===== config.mk =====
export PLATFORM = sky130hd
export DESIGN_NAME = pipe_hazard_ctrl_flat
export DESIGN_NICKNAME = d
export VERILOG_FILES = /design/src/rtl/pipe_hazard_ctrl_if.sv /design/src/rtl/pipe_hazard_ctrl.sv /design/src/flat_wrapper.sv
export SDC_FILE = /design/constraint.sdc
export NUM_CORES = 1
export LEC_CHECK = 0
export ABC_AREA = 1
export CORE_MARGIN = 2
export CORE_UTILIZATION = 40
export DETAILED_ROUTE_END_ITERATION = 8
export PLACE_DENSITY = 0.74
export SETUP_SLACK_MARGIN = 0.3
export SYNTH_ARGS = -nofsm -noshare
export SYNTH_HDL_FRONTEND = slang
export SYNTH_SLANG_ARGS = --single-unit
export TNS_END_PERCENT = 5

===== constraint.sdc =====
create_clock -name i_clk -period 2.4 [get_ports i_clk]
set_clock_uncertainty 0.15 [all_clocks]
set_input_delay 0.48 -clock i_clk [delete_from_list [all_inputs] [get_ports i_clk]]
set_output_delay 0.48 -clock i_clk [all_outputs]
set_load 0.02 [all_outputs]

===== src/rtl/pipe_hazard_ctrl_if.sv =====
// Hazard-control bundle between the pipeline datapath and pipe_hazard_ctrl.
// With PIPE_HAZARD_CTRL_PERF_EN defined, the perf counter outputs are added.
interface pipe_hazard_ctrl_if #(
  parameter int REG_ADDR_W = 4
);
  logic [REG_ADDR_W-1:0] i_ra1_d;
  logic [REG_ADDR_W-1:0] i_ra2_d;
  logic [1:0]            i_ra_use_d;
  logic [REG_ADDR_W-1:0] i_wa_e;
  logic                  i_load_e;
  logic                  i_branch_taken_e;
  logic                  i_mc_start_e;
  logic                  i_mc_done;
  logic                  o_mc_req;
  logic                  o_stall_f;
  logic                  o_stall_d;
  logic                  o_stall_e;
  logic                  o_flush_d;
  logic                  o_flush_e;
  logic                  o_flush_m;
  logic                  o_timeout;
`ifdef PIPE_HAZARD_CTRL_PERF_EN
  logic [31:0]           o_stall_cycles;
  logic [31:0]           o_flush_events;
`endif

  // Datapath side: drives decode/execute status, consumes stall/flush.
  modport master (
    output i_ra1_d, i_ra2_d, i_ra_use_d, i_wa_e, i_load_e,
           i_branch_taken_e, i_mc_start_e, i_mc_done,
    input  o_mc_req, o_stall_f, o_stall_d, o_stall_e,
           o_flush_d, o_flush_e, o_flush_m, o_timeout
`ifdef PIPE_HAZARD_CTRL_PERF_EN
   ,input  o_stall_cycles, o_flush_events
`endif
  );

  // Controller side.
  modport slave (
    input  i_ra1_d, i_ra2_d, i_ra_use_d, i_wa_e, i_load_e,
           i_branch_taken_e, i_mc_start_e, i_mc_done,
    output o_mc_req, o_stall_f, o_stall_d, o_stall_e,
           o_flush_d, o_flush_e, o_flush_m, o_timeout
`ifdef PIPE_HAZARD_CTRL_PERF_EN
   ,output o_stall_cycles, o_flush_events
`endif
  );
endinterface


===== src/rtl/pipe_hazard_ctrl.sv =====
// Stall/flush sequencer for the 5-stage pipeline: load-use interlock,
// taken-branch redirect, and park-while-busy handshake with the mul/div unit.
// Optional perf counters: define PIPE_HAZARD_CTRL_PERF_EN.
module pipe_hazard_ctrl #(
  parameter int REG_ADDR_W = 4,
  parameter int MAX_WAIT   = 64,
  parameter int CNT_W      = 7
) (
  input  logic                i_clk,
  input  logic                i_reset_n,
  pipe_hazard_ctrl_if.slave   bus
);

  typedef enum logic {RUN, MC_WAIT} state_t;

  state_t             state;
  logic [CNT_W-1:0]   wait_cnt;
  logic               timeout_q;

  logic               load_use;
  logic               mc_tmo;
  logic               mc_req, stall_f, stall_d, stall_e;
  logic               flush_d, flush_e, flush_m;

  // Load-use compare; r0 is an ordinary register here.
  always_comb begin
    load_use = bus.i_load_e &
               ((bus.i_ra_use_d[0] & (bus.i_ra1_d == bus.i_wa_e)) |
                (bus.i_ra_use_d[1] & (bus.i_ra2_d == bus.i_wa_e)));
    mc_tmo   = (state == MC_WAIT) & ~bus.i_mc_done &
               (wait_cnt == CNT_W'(MAX_WAIT - 1));
  end

  // Same-cycle stall/flush decode from state and inputs.
  always_comb begin
    mc_req  = 1'b0;
    stall_f = 1'b0;
    stall_d = 1'b0;
    stall_e = 1'b0;
    flush_d = 1'b0;
    flush_e = 1'b0;
    flush_m = 1'b0;
    case (state)
      RUN: begin
        if (bus.i_mc_start_e) begin
          mc_req  = 1'b1;
          stall_f = 1'b1;
          stall_d = 1'b1;
          stall_e = 1'b1;
          flush_m = 1'b1;
          flush_d = bus.i_branch_taken_e;
        end else if (bus.i_branch_taken_e) begin
          // Decode holds a wrong-path instruction, so its hazard is moot.
          flush_d = 1'b1;
          flush_e = 1'b1;
        end else if (load_use) begin
          stall_f = 1'b1;
          stall_d = 1'b1;
          flush_e = 1'b1;
        end
      end
      MC_WAIT: begin
        // Done or timeout releases EX in the same cycle.
        if (!bus.i_mc_done && !mc_tmo) begin
          stall_f = 1'b1;
          stall_d = 1'b1;
          stall_e = 1'b1;
          flush_m = 1'b1;
        end
      end
      default: ;
    endcase
  end

  // Outputs forced low while reset is held.
  always_comb begin
    bus.o_mc_req  = i_reset_n & mc_req;
    bus.o_stall_f = i_reset_n & stall_f;
    bus.o_stall_d = i_reset_n & stall_d;
    bus.o_stall_e = i_reset_n & stall_e;
    bus.o_flush_d = i_reset_n & flush_d;
    bus.o_flush_e = i_reset_n & flush_e;
    bus.o_flush_m = i_reset_n & flush_m;
    bus.o_timeout = timeout_q;
  end

  // Sequencer FSM: wait counter and sticky timeout flag.
  always_ff @(posedge i_clk or negedge i_reset_n) begin
    if (!i_reset_n) begin
      state     <= RUN;
      wait_cnt  <= '0;
      timeout_q <= 1'b0;
    end else begin
      case (state)
        RUN: begin
          if (bus.i_mc_start_e) begin
            state    <= MC_WAIT;
            wait_cnt <= '0;
          end
        end
        MC_WAIT: begin
          if (bus.i_mc_done) begin
            state <= RUN;
          end else if (mc_tmo) begin
            state     <= RUN;
            timeout_q <= 1'b1;
          end else begin
            wait_cnt <= wait_cnt + 1'b1;
          end
        end
        default: state <= RUN;
      endcase
    end
  end

`ifdef PIPE_HAZARD_CTRL_PERF_EN
  logic [31:0] stall_cycles_q, flush_events_q;

  // Free-running perf counters, wrap modulo 2^32.
  always_ff @(posedge i_clk or negedge i_reset_n) begin
    if (!i_reset_n) begin
      stall_cycles_q <= '0;
      flush_events_q <= '0;
    end else begin
      if (stall_f) stall_cycles_q <= stall_cycles_q + 32'd1;
      if (flush_d) flush_events_q <= flush_events_q + 32'd1;
    end
  end

  assign bus.o_stall_cycles = stall_cycles_q;
  assign bus.o_flush_events = flush_events_q;
`endif

endmodule


===== src/flat_wrapper.sv =====
// flat-port wrapper written by rule: the top's interface ports become plain ports
module pipe_hazard_ctrl_flat 
#(
  parameter int REG_ADDR_W = 4,
  parameter int MAX_WAIT   = 64,
  parameter int CNT_W      = 7
)
  (i_clk, i_reset_n, bus_i_ra1_d, bus_i_ra2_d, bus_i_ra_use_d, bus_i_wa_e, bus_i_load_e, bus_i_branch_taken_e, bus_i_mc_start_e, bus_i_mc_done, bus_o_mc_req, bus_o_stall_f, bus_o_stall_d, bus_o_stall_e, bus_o_flush_d, bus_o_flush_e, bus_o_flush_m, bus_o_timeout);
  pipe_hazard_ctrl_if #(.REG_ADDR_W(REG_ADDR_W)) bus_i ();
  input  logic i_clk;
  input  logic i_reset_n;
  input wire logic [$bits(bus_i.i_ra1_d)-1:0] bus_i_ra1_d;
  input wire logic [$bits(bus_i.i_ra2_d)-1:0] bus_i_ra2_d;
  input wire logic [$bits(bus_i.i_ra_use_d)-1:0] bus_i_ra_use_d;
  input wire logic [$bits(bus_i.i_wa_e)-1:0] bus_i_wa_e;
  input wire logic [$bits(bus_i.i_load_e)-1:0] bus_i_load_e;
  input wire logic [$bits(bus_i.i_branch_taken_e)-1:0] bus_i_branch_taken_e;
  input wire logic [$bits(bus_i.i_mc_start_e)-1:0] bus_i_mc_start_e;
  input wire logic [$bits(bus_i.i_mc_done)-1:0] bus_i_mc_done;
  output wire logic [$bits(bus_i.o_mc_req)-1:0] bus_o_mc_req;
  output wire logic [$bits(bus_i.o_stall_f)-1:0] bus_o_stall_f;
  output wire logic [$bits(bus_i.o_stall_d)-1:0] bus_o_stall_d;
  output wire logic [$bits(bus_i.o_stall_e)-1:0] bus_o_stall_e;
  output wire logic [$bits(bus_i.o_flush_d)-1:0] bus_o_flush_d;
  output wire logic [$bits(bus_i.o_flush_e)-1:0] bus_o_flush_e;
  output wire logic [$bits(bus_i.o_flush_m)-1:0] bus_o_flush_m;
  output wire logic [$bits(bus_i.o_timeout)-1:0] bus_o_timeout;
  assign bus_i.i_ra1_d = bus_i_ra1_d;
  assign bus_i.i_ra2_d = bus_i_ra2_d;
  assign bus_i.i_ra_use_d = bus_i_ra_use_d;
  assign bus_i.i_wa_e = bus_i_wa_e;
  assign bus_i.i_load_e = bus_i_load_e;
  assign bus_i.i_branch_taken_e = bus_i_branch_taken_e;
  assign bus_i.i_mc_start_e = bus_i_mc_start_e;
  assign bus_i.i_mc_done = bus_i_mc_done;
  assign bus_o_mc_req = bus_i.o_mc_req;
  assign bus_o_stall_f = bus_i.o_stall_f;
  assign bus_o_stall_d = bus_i.o_stall_d;
  assign bus_o_stall_e = bus_i.o_stall_e;
  assign bus_o_flush_d = bus_i.o_flush_d;
  assign bus_o_flush_e = bus_i.o_flush_e;
  assign bus_o_flush_m = bus_i.o_flush_m;
  assign bus_o_timeout = bus_i.o_timeout;
  pipe_hazard_ctrl #(.REG_ADDR_W(REG_ADDR_W), .MAX_WAIT(MAX_WAIT), .CNT_W(CNT_W)) u_core (.i_clk(i_clk), .i_reset_n(i_reset_n), .bus(bus_i));
endmodule

# Word-level counts from Yosys, hierarchy flattened
# Index checks and enable logic that the tools add are counted.
[totals]
word_cells = 49
out_inout_bits = 8
reg_bits = 9
[op_classes]
add_sub_neg = 1
muxes = 21
n_eq_ne = 6
n_bitwise = 13
n_reduce_logical = 5
[op_table]
columns = ["op", "n"]
rows = [
  ["$mux W7", 3],
  ["$mux W1", 14],
  ["$pmux W7 S2", 1],
  ["$and A1 B1 Y1", 10],
  ["$eq A4 B4 Y1", 2],
  ["$add A7 B1 Y7 const B", 1],
  ["$eq A7 B6 Y1 const B", 1],
  ["$ne A2 B2 Y1 const B", 3],
  ["$pmux W1 S2", 3],
  ["$reduce_and A3 Y1", 2],
  ["$logic_not A1 Y1", 2],
  ["$not A1 Y1", 2],
  ["$logic_and A1 B1 Y1", 1],
  ["$or A1 B1 Y1", 1],
]

# Longest topological paths before layout
[depth]
ltp_word = 9
mapped_depth = 9
depth_no_buf = 9

# Worst setup path after synthesis
# Ideal clock, no wire load.
[synth_timing]
kind = "register to output"
startpoint = "register u_core.wait_cnt[0]"
endpoint = "output port bus_o_stall_f"
arrival_ns = 1.589
setup_slack_ns = 0.181
stages_incl_launch_ff = 10
cell_sequence = "dfrtp_1 > ha_1 > nand3_2 > nor2_4 > nand2_4 > nand2_8 > nand2_8 > nand2_2 > o21ai_1 > buf_4"
[synth_between]
elab_chain_len = 7
[synth_lines]
columns = ["item", "line_no", "source"]
rows = [
  ["from (decl)", "pipe_hazard_ctrl.sv:17", "logic [CNT_W-1:0] wait_cnt;"],
  ["from (signal assigned)", "pipe_hazard_ctrl.sv:108", "wait_cnt <= wait_cnt + 1'b1;"],
  ["$eq A7 B6 Y1", "pipe_hazard_ctrl.sv:31", "(wait_cnt == CNT_W'(MAX_WAIT - 1));"],
  ["$and A1 B1 Y1", "pipe_hazard_ctrl.sv:30", "mc_tmo = (state == MC_WAIT) & ~bus.i_mc_done &"],
  ["$logic_not A1 Y1", "pipe_hazard_ctrl.sv:64", "if (!bus.i_mc_done && !mc_tmo) begin"],
  ["$logic_and A1 B1 Y1", "pipe_hazard_ctrl.sv:64", ""],
  ["$mux W1", "-", ""],
  ["$pmux W1 S2", "-", ""],
  ["$and A1 B1 Y1", "-", ""],
  ["to (decl)", "flat_wrapper.sv:21", "output wire logic [$bits(bus_i.o_stall_f)-1:0] bus_o_stall_f;"],
]
# No other way between the ends.

# Worst setup path after layout
[layout_timing]
startpoint = "input port bus_i_mc_done"
endpoint = "output port bus_o_stall_d"
[layout_between]
elab_chain_len = 8
elab_cells_between_ends = 9
[layout_lines]
columns = ["item", "line_no", "source"]
rows = [
  ["from (decl)", "flat_wrapper.sv:19", "input wire logic [$bits(bus_i.i_mc_done)-1:0] bus_i_mc_done;"],
  ["$not A1 Y1 (no source line)", "-", ""],
  ["$and A1 B1 Y1 (2 in series)", "pipe_hazard_ctrl.sv:30", ""],
  ["$logic_not A1 Y1", "pipe_hazard_ctrl.sv:64", ""],
  ["$logic_and A1 B1 Y1 *", "pipe_hazard_ctrl.sv:64", ""],
  ["$mux W1 *", "pipe_hazard_ctrl.sv:64", ""],
  ["$pmux W1 S2 *", "pipe_hazard_ctrl.sv:43", "case (state)"],
  ["$and A1 B1 Y1 *", "pipe_hazard_ctrl.sv:79", "bus.o_stall_d = i_reset_n & stall_d;"],
  ["to (decl)", "flat_wrapper.sv:22", "output wire logic [$bits(bus_i.o_stall_d)-1:0] bus_o_stall_d;"],
]
# Every way passes the cells marked *; elsewhere a longest branch is shown, timed or not.

==> metrics.yaml <==
outcome:
  status: "complete, no violations"
floorplan:
  die_h_um: 46.8
  die_area_um2: 2190
  rows: 15
  io_pins: 28
  start_util_pct: 42.5
  core_um2: 1730
  die_w_um: 46.8
final_layout:
  area_growth_pct: 59.2
  fin_nets: 172
  layout-drive-gt1-share_pct: 30.7
  diodes: 0
  fin_area_um2: 1170
logic_synthesis:
  syn_area_um2: 733
  synth_simple_gate_area_share_pct: 45.1
  synth-async-reset-ratio_pct: 100
  synth_area_leaders: "dfrtp_1, nand2_1, inv_1"
  yosysSeqAreaShare_pct: 30.7
  synth-main-ff-cell: "dfrtp_1"
  syn-num-nets: 127
  synth_cell_type_count: 23
  synth-seq-cells: 9
  syn_avg_cell_area_um2: 6.92
  synthAdderAreaFrac_pct: 1.71
  synth-compound-area-share_pct: 6.66
  synth_top_area_share_pct: 30.7
  synth_edf_count: 0
  yosysTopAreaCell: "dfrtp_1"
  synth_top_family_by_area: "simple AND/OR/NAND/NOR gates"
  synth_cells: 106
  synth_mux_area_share_pct: 0
  yosysMostFrequentCell: "nand2_1"
  synth_common_cells: "nand2_1, inv_1, nor2_1"
  ys_warn_count: 0
  synth_xor_area_share_pct: 2.39
detailed_routing:
  drtAntennaViolNets: 0
  drt-initial-drc-count: 21
  drt_pass1_iterations: 4
  vias: 775
  drc_errors: 0
  wl_mm: 1.74
  viasPerCell: 4.43
  wl_per_cell_um: 9.92
sta:
  max_freq_mhz: 461
  layout_min_cycle_time_ps: 2170
  drv_slew: 0
  finalSetupViolations: 0
  worst_pin_slew_ps: 231
  max_slew_margin_pct: 84.6
  tns_ps: 0
  rsz0062_at_grt: "true"
  finalCritPeriodShare_pct: 90.3
  hold_viol: 0
worst_setup_path:
  path_class: "primary input to primary output"
  timing.rr.end: "u_core.wait_cnt[2]$_DFFE_PN0P_"
  startpoint_type: "primary input"
  startpoint: "bus_i_mc_done"
  cp.arrival_ps: 1540
  cp-end-kind: "primary output"
  crit_end: "bus_o_stall_d"
  worstPathRequired_ps: 1770
  r2r_cells: 9
  ff2ff_setup_slack_ps: 830
  critPathMaxFanout: 2
  r2r_start: "u_core.wait_cnt[1]$_DFFE_PN0P_"
placed_design:
  port_buffers: 27
  dpl_cell_area_um2: 1090
  hpwl_mm: 1.34
  place.gp.congestion: 0.813
clock_tree:
  cts_tree: "done"
  h-tree-depth: 1
  cts_num_sinks: 9
  cts_hold_buf: 0
  root_buffer: "clkbuf_4"
  clkLatencyLatePin_ps: 260
  cts_made_buffers: 3
  clkTransAtPathRegs_ps: 70
  clk_path_buf_depth: 2
global_routing:
  grt_pass1_wl_mm: 2.69
  grt_pass1_vias: 699
  antenna_found_initial: 0
  grt_usage_pct: 17.5
  gr-total-overflow: 0
  grt_max_degree: 11
power:
  p_per_area_nw_per_um2: 454
  ir_drop_mv: 0.375
  p_leak_nw: 0.639
run:
  maxCapViolCount: 0
hold_path:
  hold_path_class: "primary input to async pin"
worst min path at each step:
stage | end | depth (start not counted) | startpoint
finish | u_core.wait_cnt[3]$_DFFE_PN0P_ | 2 | i_reset_n
floorplan | u_core.bus.o_timeout$_DFFE_PN0P_ | 0 | i_reset_n
global route | u_core.wait_cnt[3]$_DFFE_PN0P_ | 2 | i_reset_n
detailed placement | u_core.bus.o_timeout$_DFFE_PN0P_ | 1 | u_core.bus.o_timeout$_DFFE_PN0P_
CTS | u_core.bus.o_timeout$_DFFE_PN0P_ | 1 | u_core.bus.o_timeout$_DFFE_PN0P_
global placement | u_core.bus.o_timeout$_DFFE_PN0P_ | 1 | u_core.bus.o_timeout$_DFFE_PN0P_
worst max-delay path, cell delays in order:
cell and delay, ps:
clkdlybuf4s50_1 490, nor2_8 170, nand2_8 70, nand2_8 60, nand2_4 50, o21ai_4 70
buf_6 140
cells by family after synthesis:
family | Yosys count
simple gates | 62
buf+inv | 24
flops | 9
compound gates | 8
xor+xnor | 2
fa+ha+maj | 1
power breakdown:
group	leakage [nW]	internal (W)	switching (W)
Combinational	0.504	0.000111	0.000109
Clock	0.0150	0.0000642	0.0000566
Sequential	0.120	0.000167	0.0000217
state kept, by name (all words and copies together) (netlist names):
signal,flops
u_core.bus.o_timeout,1
u_core.state,1
u_core.wait_cnt,7
metal layers:
metal	vias up	share of wire, %	global-route usage [%]
li1	417	-	-
met1	328	45	22.0
met2	28	47	27.9
met3	2	6.6	6.92
met4	0	1.1	5.00
met5	-	0	0
metrics by stage:
stage,cells,power [W],utilization [%],hold slack [ps],worst slack (ps)
floorplan,106,0.000285,-,34.4,334
global placement,165,0.000375,63.3,301,-431
detailed placement,165,0.000382,63.3,320,-466
CTS,173,0.000521,66.2,335,200
global route,175,0.000560,67.6,70.0,172
finish,175,0.000530,67.6,58.7,232
what timing repair did:
item	in CTS	in global routing
setup buffers	4	2
pin swaps	14	6
setup endpoints to repair	7	7
resized for setup	53	7
final cells by class:
cell class                 instances  area [um^2]
inverter                          22         83.8
sequential                         9          226
timing repair buffer              42          345
multi-input combinational         73          454
clock buffer                       4         26.3
tap                               25         31.3
fill                             164          559
cell usage in the layout (no fill, tap or decap), types with 4 or more instances in the layout:
cell,synthesis,routed
nand2_1,31,30
inv_1,18,18
buf_4,2,16
dlygate4sd2_1,0,12
nor2_1,10,9
dfrtp_1,9,8
nand3_1,6,6
clkdlybuf4s50_1,0,5
nand4_1,4,4
buf_2,0,4
Note: power is estimated with default switching activity, not from simulation.
